[config.mk]
export PLATFORM = sky130hd
export DESIGN_NAME = karatsuba_ctrl
export DESIGN_NICKNAME = d
export VERILOG_FILES = /design/src/rtl/karatsuba_ctrl.sv
export SDC_FILE = /design/constraint.sdc
export NUM_CORES = 1
export LEC_CHECK = 0
export CAP_MARGIN = 10
export CORE_AREA = 2 2 158 144
export DETAILED_ROUTE_END_ITERATION = 16
export DIE_AREA = 0 0 160 146
export GPL_TIMING_DRIVEN = 0
export MAX_ROUTING_LAYER = met4
export PLACE_DENSITY = 0.46
export SLEW_MARGIN = 20
export SYNTH_ARGS = -nofsm -noshare
export SYNTH_HDL_FRONTEND = slang
export SYNTH_SLANG_ARGS = --single-unit
[constraint.sdc]
create_clock -name clk -period 5.8 [get_ports clk]
set_clock_uncertainty 0.05 [all_clocks]
set_input_delay 1.74 -clock clk [delete_from_list [all_inputs] [get_ports clk]]
set_output_delay 1.74 -clock clk [all_outputs]
set_load 0.02 [all_outputs]
[src/rtl/karatsuba_ctrl.sv]
// karatsuba_ctrl: sequential Karatsuba multiplier. One shared (H+1)x(H+1)
// sub-multiplier is time-shared over three cycles to form z0, z2 and the
// middle product; a final cycle combines them into the 2*WIDTH-bit result.
//
// state     | meaning
// ----------+------------------------------------------------------------
// IDLE      | waiting for start; operands latched on the accepting edge
// MUL_LO    | z0 <= Xl*Yl
// MUL_HI    | z2 <= Xh*Yh
// MUL_MID   | zm <= (Xl+Xh)*(Yl+Yh)
// COMBINE   | Z <= z2<<WIDTH + (zm-z2-z0)<<H + z0; pulse done
module karatsuba_ctrl #(
    parameter int WIDTH = 8
) (
    input  logic                 clk,
    input  logic                 reset,
    input  logic                 start,
    input  logic [WIDTH-1:0]     X,
    input  logic [WIDTH-1:0]     Y,
    output logic                 busy,
    output logic                 done,
    output logic [2*WIDTH-1:0]   Z
);

    localparam int H  = WIDTH / 2;
    localparam int PW = 2 * H + 2;
    localparam int ZW = 2 * WIDTH;

    typedef enum logic [2:0] {
        S_IDLE,
        S_MUL_LO,
        S_MUL_HI,
        S_MUL_MID,
        S_COMBINE
    } state_t;

    state_t             r_state;
    logic [WIDTH-1:0]   r_xr;
    logic [WIDTH-1:0]   r_yr;
    logic [PW-1:0]      r_z0;
    logic [PW-1:0]      r_z2;
    logic [PW-1:0]      r_zm;
    logic               r_busy;
    logic               r_done;
    logic [ZW-1:0]      r_z;

    logic [H:0]         w_xs;
    logic [H:0]         w_ys;
    logic [H:0]         w_op_a;
    logic [H:0]         w_op_b;
    logic [PW-1:0]      w_prod;
    logic [PW-1:0]      w_z1;
    logic [ZW-1:0]      w_result;

    assign w_xs = {1'b0, r_xr[H-1:0]} + {1'b0, r_xr[WIDTH-1:H]};
    assign w_ys = {1'b0, r_yr[H-1:0]} + {1'b0, r_yr[WIDTH-1:H]};

    // Operand mux for the single shared sub-multiplier, steered by state.
    always_comb begin
        w_op_a = '0;
        w_op_b = '0;
        case (r_state)
            S_MUL_LO: begin
                w_op_a = {1'b0, r_xr[H-1:0]};
                w_op_b = {1'b0, r_yr[H-1:0]};
            end
            S_MUL_HI: begin
                w_op_a = {1'b0, r_xr[WIDTH-1:H]};
                w_op_b = {1'b0, r_yr[WIDTH-1:H]};
            end
            S_MUL_MID: begin
                w_op_a = w_xs;
                w_op_b = w_ys;
            end
            default: begin
                w_op_a = '0;
                w_op_b = '0;
            end
        endcase
    end

    assign w_prod = {{(H + 1){1'b0}}, w_op_a} * {{(H + 1){1'b0}}, w_op_b};

    // Middle term is never negative since zm = z0 + z1 + z2 by construction.
    assign w_z1 = r_zm - r_z2 - r_z0;

    assign w_result = ({{(ZW - PW){1'b0}}, r_z2} << WIDTH)
                    + ({{(ZW - PW){1'b0}}, w_z1} << H)
                    + {{(ZW - PW){1'b0}}, r_z0};

    // Sequencer: operand capture, partial-product registers, result and handshake.
    always_ff @(posedge clk) begin
        if (!reset) begin
            r_state <= S_IDLE;
            r_xr    <= '0;
            r_yr    <= '0;
            r_z0    <= '0;
            r_z2    <= '0;
            r_zm    <= '0;
            r_busy  <= 1'b0;
            r_done  <= 1'b0;
            r_z     <= '0;
        end else begin
            r_done <= 1'b0;
            case (r_state)
                S_IDLE: begin
                    if (start) begin
                        r_xr    <= X;
                        r_yr    <= Y;
                        r_busy  <= 1'b1;
                        r_state <= S_MUL_LO;
                    end
                end
                S_MUL_LO: begin
                    r_z0    <= w_prod;
                    r_state <= S_MUL_HI;
                end
                S_MUL_HI: begin
                    r_z2    <= w_prod;
                    r_state <= S_MUL_MID;
                end
                S_MUL_MID: begin
                    r_zm    <= w_prod;
                    r_state <= S_COMBINE;
                end
                S_COMBINE: begin
                    r_z     <= w_result;
                    r_done  <= 1'b1;
                    r_busy  <= 1'b0;
                    r_state <= S_IDLE;
                end
                default: begin
                    r_state <= S_IDLE;
                    r_busy  <= 1'b0;
                end
            endcase
        end
    end

    assign busy = r_busy;
    assign done = r_done;
    assign Z    = r_z;

endmodule

==> flow_summary.yaml, run 1 <==
outcome:
  status: "finished, final reports clean"
sta:
  tns_ps: 0
  final-setup-viol-count: 0
  layout_min_cycle_time_ps: 4930
  hold_violations: 0
  slew_viol_final: 0
  relSlewSlack_pct: 46.8
  worst_slew_pin_slew_ps: 797
  rsz0062_at_grt: "false"
  fmax_ghz: 0.203
  post-route-period-util_pct: 84.9
clock_network:
  clk_latency_ps: 340
  clock_sinks: 67
  cts_hold_buf: 0
  postCtsSetupBuffers: 0
  clk_pin_slew_ps: 60
  numCtsBuffers: 9
  htree_levels: 3
  cts_tree: "done"
  cts_max_path_buffers: 2
  cts_resized: 0
  cts_root_buf: "clkbuf_16"
critical_path:
  end_kind: "flop"
  critPathArrivalTime_ps: 5100
  startpoint_type: "flop"
  critPathKind: "flop to flop"
  cp.required_ps: 5970
  r2r_setup_slack_ps: 870
  worstPathMaxFanout: 5
routing:
  wire_per_inst_um: 14.1
  drt_iter0_drc: 182
  drt_wl_total_um: 13000
  ant_nets: 0
  drc: 0
  vias: 4088
  dr.pass1.iters: 4
  vias_per_cell: 4.42
floorplan:
  die_height_um: 146
  die-area_um2: 23400
  fp.dieW_um: 160
  start_util_pct: 22.9
  pin_count: 37
  coreArea_um2: 21600
  rows: 51
cells_and_area:
  final_layout_size_suffix_gt1_share_pct: 6.78
  nNetsFinal: 724
  areaGrowthSynthToFinish_pct: 21.5
  num_antenna_cells: 0
  final_cell_area_um2: 6000
  utilization_pct: 27.8
global_route:
  grt_overflow_total: 0
  grt_pass1_vias: 4029
  grtUsageMet2_pct: 17.4
  track_usage_pct: 12.2
  grtUsageMet1_pct: 17.3
  met3_usage_pct: 2.02
  grt.busiest_layer: "met2"
  grt_start_max_net_pins: 13
  grt_pass1_wl_um: 21700
  antenna_found_initial: 0
power_and_ir_drop:
  power.internal_uw: 1000
  power_density_nw_per_um2: 234
  seqPwrFrac_pct: 35.1
  switching_share_pct: 28.5
  irDropWorstVdd_v: 0.000104
  power_switching_uw: 399
  p_leak_uw: 0.00244
  pwr-share-comb_pct: 20.4
  clockPowerShare_pct: 44.5
synth:
  seq_area_frac_synth_pct: 27.2
  avgSynthCellArea_um2: 8.48
  synth_area_um2: 4940
  synth_ff_type: "dfxtp_1"
  syn_nets: 677
  yosys_warnings: 0
  async_flop_share_pct: 0
  synth_edf_count: 0
  ys_ff_latch: 67
  syn_inst: 582
  synth_cell_types: 49
placement:
  port_buffers: 36
  globalplace.congestion: 0.819
  dpl_cell_area_um2: 5660
  place.detailed.hpwl_um: 10400
run:
  maxCapViolations: 0
min_path:
  hp-class: "flop to flop"
==> worst max-delay path, cell delays in order (launching register included) <==
cell,delay (ps)
dfxtp_1,350
ha_1,220
fa_1,400
xnor2_1,140
nand2_1,60
o211ai_1,80
a21oi_1,460
nand2b_1,130
fa_1,480
fa_1,520
fa_1,540
inv_1,40
ha_1,230
a211oi_1,360
o21bai_1,120
a21oi_1,180
xor2_1,290
o21ai_0,130
==> final timing paths <==
path | startpoint | endpoint | cells past startpoint
setup / recovery | r_xr[4] | r_zm[7] | 17
setup reg to reg | r_xr[4] | r_zm[7] | 17
hold / removal | Z[1] | Z[1] | 2
hold reg to reg | Z[1] | Z[1] | 2
==> through the flow <==
stage               power, uW  std cells  hold WS, ps  setup slack (ps)
finish                   1400        925          412               874
CTS                      1420        925          415               830
detailed placement        788        909          407               870
floorplan                 706        582          391              1380
global route             1480        925          438               553
global placement          790        909          404               859
==> placed cells by master, fill, tap and decap left out, types with 4 or more instances in the layout <==
master	synthesis	layout
nand2_1	100	100
dfxtp_1	67	67
ha_1	53	53
inv_1	42	42
a21oi_1	38	38
clkdlybuf4s50_1	0	36
a21boi_0	28	28
nor2_1	24	24
fa_1	23	23
nor2b_1	18	18
o21ai_0	17	17
xnor2_1	16	16
clkbuf_1	11	11
a21o_1	10	10
nand3_1	9	9
nand2b_1	9	9
clkbuf_16	0	9
and3_1	8	8
buf_2	8	8
a211oi_1	8	8
and2_1	7	7
nor3_1	7	7
nand3b_1	6	6
o211ai_1	6	6
o22ai_1	6	6
xor2_1	5	5
o21ai_1	5	5
o21bai_1	4	4
mux2_2	4	4
a31oi_1	4	4
mux2i_1	4	4
nand4_1	4	4
o211a_1	4	4
==> synth_stat cells, types with 2 or more instances <==
| master | count | area, um^2 |
|---|---|---|
| a211oi_1 | 8 | 60.1 |
| a21boi_0 | 28 | 210 |
| a21o_1 | 10 | 75.1 |
| a21oi_1 | 38 | 190 |
| a31oi_1 | 4 | 25.0 |
| a32oi_1 | 2 | 17.5 |
| and2_1 | 7 | 43.8 |
| and3_1 | 8 | 50.1 |
| buf_2 | 8 | 40.0 |
| buf_4 | 3 | 22.5 |
| buf_6 | 3 | 33.8 |
| clkbuf_1 | 11 | 41.3 |
| dfxtp_1 | 67 | 1340 |
| fa_1 | 23 | 460 |
| ha_1 | 53 | 663 |
| inv_1 | 42 | 158 |
| mux2_2 | 4 | 45.0 |
| mux2i_1 | 4 | 40.0 |
| nand2_1 | 100 | 375 |
| nand2b_1 | 9 | 56.3 |
| nand3_1 | 9 | 45.0 |
| nand3b_1 | 6 | 45.0 |
| nand4_1 | 4 | 25.0 |
| nor2_1 | 24 | 90.1 |
| nor2_2 | 3 | 18.8 |
| nor2b_1 | 18 | 113 |
| nor3_1 | 7 | 35.0 |
| nor3b_4 | 2 | 37.5 |
| o211a_1 | 4 | 40.0 |
| o211ai_1 | 6 | 45.0 |
| o21ai_0 | 17 | 85.1 |
| o21ai_1 | 5 | 25.0 |
| o21bai_1 | 4 | 30.0 |
| o22a_1 | 2 | 17.5 |
| o22ai_1 | 6 | 37.5 |
| xnor2_1 | 16 | 140 |
| xor2_1 | 5 | 43.8 |
==> power groups by stage <==
| stage | clock, uW | combinational, uW | sequential [uW] |
|---|---|---|---|
| 3_3_place_gp | 0 | 288 | 503 |
| 4_1_cts | 637 | 289 | 492 |
| 3_5_place_dp | 0 | 286 | 502 |
| 5_1_grt | 659 | 323 | 494 |
| 6_report | 625 | 286 | 492 |
| 2_1_floorplan | 0 | 208 | 498 |
==> per-layer routing <==
metal  up-vias  routed length, um  share of wire [%]
li1       2084                  -                  -
met1      1922               7070                 54
met2        66               5350                 41
met3        16                387                3.0
met4         0                225                1.7
met5         -                  0                  0
==> cells by family (layout without fill, tap and decap cells) <==
| kind of cell | count (synthesis) | after routing | synth area share (%) |
|---|---|---|---|
| muxes | 8 | 8 | 1.72 |
| and+or+nand+nor | 204 | 204 | 20.1 |
| adders and majority gates | 76 | 76 | 22.8 |
| AOI/OAI and AO/OA | 138 | 138 | 18.5 |
| DFF | 67 | 67 | 27.2 |
| xor gates and xnor gates | 21 | 21 | 3.73 |
| buffers and inverters | 68 | 120 | 6.06 |
==> state kept, by name, indices dropped and copies added (netlist names) <==
register,flops
Z,16
busy,1
done,1
r_state,3
r_xr,8
r_yr,8
r_z0,10
r_z2,10
r_zm,10
==> layout make-up <==
type,instances,area (um^2)
inverters,42,158
flip-flops and latches,67,1340
multi-input cells,447,3300
fillers,2381,15600
plain buffers,26,141
well taps,291,364
clock inverters,5,83.8
clock buffers,11,253
repair buffers,36,360
Power figures use the tool's default switching activity.
==> run 2, diff against run 1 <==
==> constraint.sdc (replaced) <==
create_clock -name clk -period 4.8 [get_ports clk]
set_clock_uncertainty 0.05 [all_clocks]
set_input_delay 1.44 -clock clk [delete_from_list [all_inputs] [get_ports clk]]
set_output_delay 1.44 -clock clk [all_outputs]
set_load 0.02 [all_outputs]
==> run 2 against run 1 <==
Effect of this change:
- critical path depth rose by 1
- sequential share of layout area fell by 0.34 points
- critical endpoint is now r_z2[7]
- register-to-register slack got worse by 680 ps
- final cell count rose by 0.43%
- core utilization rose by 0.51 points
- flip-flop and latch count did not move
- hold slack barely moved
==> flow_summary.yaml, run 2 (synthesis results as in run 1) <==
power_and_ir_drop:
  power_density_nw_per_um2: 278
  switching_share_pct: 28.5
  pwr-share-comb_pct: 20.6
  clockPowerShare_pct: 44.4
  power_switching_uw: 484
  power.internal_uw: 1220
  seqPwrFrac_pct: 35.0
  irDropWorstVdd_v: 0.000125
  p_leak_uw: 0.00247
  finalPower_uw: 1700
routing:
  dr.pass1.iters: 4
  drt_wl_total_um: 13100
  drc: 0
  wire_per_inst_um: 14.1
  ant_nets: 0
  vias_per_cell: 4.40
  drt_iter0_drc: 200
  vias: 4091
placement:
  dpl_cell_area_um2: 5660
  dp.cells: 909
  port_buffers: 36
  dp_slack_ps: -130
  place.detailed.hpwl_um: 10400
  globalplace.congestion: 0.819
floorplan:
  start_util_pct: 22.9
  die_height_um: 146
  die-area_um2: 23400
  pin_count: 37
  rows: 51
  coreArea_um2: 21600
  fp.dieW_um: 160
sta:
  layout_min_cycle_time_ps: 4610
  worst_slew_pin_slew_ps: 797
  finalWorstSetupSlack_ps: 191
  fmax_ghz: 0.217
  slew_viol_final: 0
  final-setup-viol-count: 0
  post-route-period-util_pct: 96.0
  relSlewSlack_pct: 46.8
  hold_violations: 0
cells_and_area:
  utilization_pct: 28.3
  final_layout_size_suffix_gt1_share_pct: 9.87
  fillers: 2371
  final_cell_mix: "100 x nand2_1, 64 x dfxtp_1, 51 x ha_1, 42 x inv_1, 36 x clkdlybuf4s50_1"
  final_cell_area_um2: 6110
  mostFrequentLayoutCell: "nand2_1"
  areaGrowthSynthToFinish_pct: 23.7
  num_antenna_cells: 0
  nNetsFinal: 728
  regMostFlops: "Z"
  final_cell_count_no_fill: 929
  largest_reg_flops: 16
global_route:
  antenna_found_initial: 0
  grt_overflow_total: 0
  track_usage_pct: 12.2
  grt_pass1_wl_um: 21700
  grt_pass1_vias: 4030
  grt_start_max_net_pins: 13
min_path:
  hold_depth: 2
  hp-class: "flop to flop"
  hp-start: "Z[1]"
clock_network:
  clock_sinks: 67
  cts_max_path_buffers: 2
  cts_tree: "done"
  cts_hold_buf: 0
  htree_levels: 3
  clk_pin_slew_ps: 60
  numCtsBuffers: 9
  cts_root_buf: "clkbuf_16"
  clk_latency_ps: 340
critical_path:
  cp-startpoint: "r_yr[0]"
  r2r-start: "r_yr[0]"
  rr_worst_depth: 18
  worstPathMaxFanout: 5
  cp.required_ps: 4970
  startpoint_type: "flop"
  critPathKind: "flop to flop"
  end_kind: "flop"
  critPathArrivalTime_ps: 4780
run:
  maxCapViolations: 0
outcome:
  status: "finished, final reports clean"
## run 2: power by group through the flow
stage | clock [uW] | combinational, uW | sequential (uW)
after floorplan | 0 | 251 | 602
after global placement | 0 | 348 | 607
after detailed placement | 0 | 346 | 607
after CTS | 769 | 350 | 595
after global routing | 796 | 394 | 598
final | 755 | 350 | 595
## run 2: critical path, stage by stage, from the launching register on
cell and delay [ps]:
dfxtp_2 350, ha_2 190, inv_1 50, fa_1 400, xnor2_1 190, mux2_2 170, nand2_1 50, a21o_1 220
nand2b_1 160, fa_1 520, fa_1 450, fa_1 540, inv_1 60, ha_4 260, o21ai_2 150, o21bai_1 80
a21oi_1 160, xor2_1 310, o22ai_1 140
## run 2: final timing paths
| path | end | slack (ps) |
|---|---|---|
| min | Z[1] | 410 |
| max reg2reg | r_z2[7] | 190 |
| max | r_z2[7] | 190 |
| min reg2reg | Z[1] | 410 |
## run 2: what timing repair did
action / CTS / global route
hold endpoints to repair: 0 / 0
pin swaps: 2 / 7
endpoints found under the setup margin: 8 / 14
buffers inserted: 0 / 4
resized for setup: 5 / 14
## run 2: per-layer routing
metal  vias up  track usage [%]  part of all wire (%)
li1       2093                -                     -
met5         -                -                     0
met3        15             2.02                   2.8
met1      1921             17.3                    54
met2        62             17.4                    41
met4         0             3.96                   1.6
## run 2: cell type report
type / count / area, um^2 / area share, %
plain buffers: 26 / 141 / 2.31
clock buffers: 11 / 253 / 4.14
clock inverters: 5 / 83.8 / 1.37
inverters: 42 / 158 / 2.58
multi-input cells: 447 / 3370 / 55.2
flip-flops and latches: 67 / 1350 / 22.0
well taps: 291 / 364 / 5.96
repair buffers: 40 / 390 / 6.39
## run 2: per-stage QoR
stage / hold WS [ps] / setup TNS (ps)
6_report: 412 / 0
3_3_place_gp: 404 / -700
4_1_cts: 415 / 0
3_5_place_dp: 407 / -574
2_1_floorplan: 391 / 0
5_1_grt: 438 / -30.2
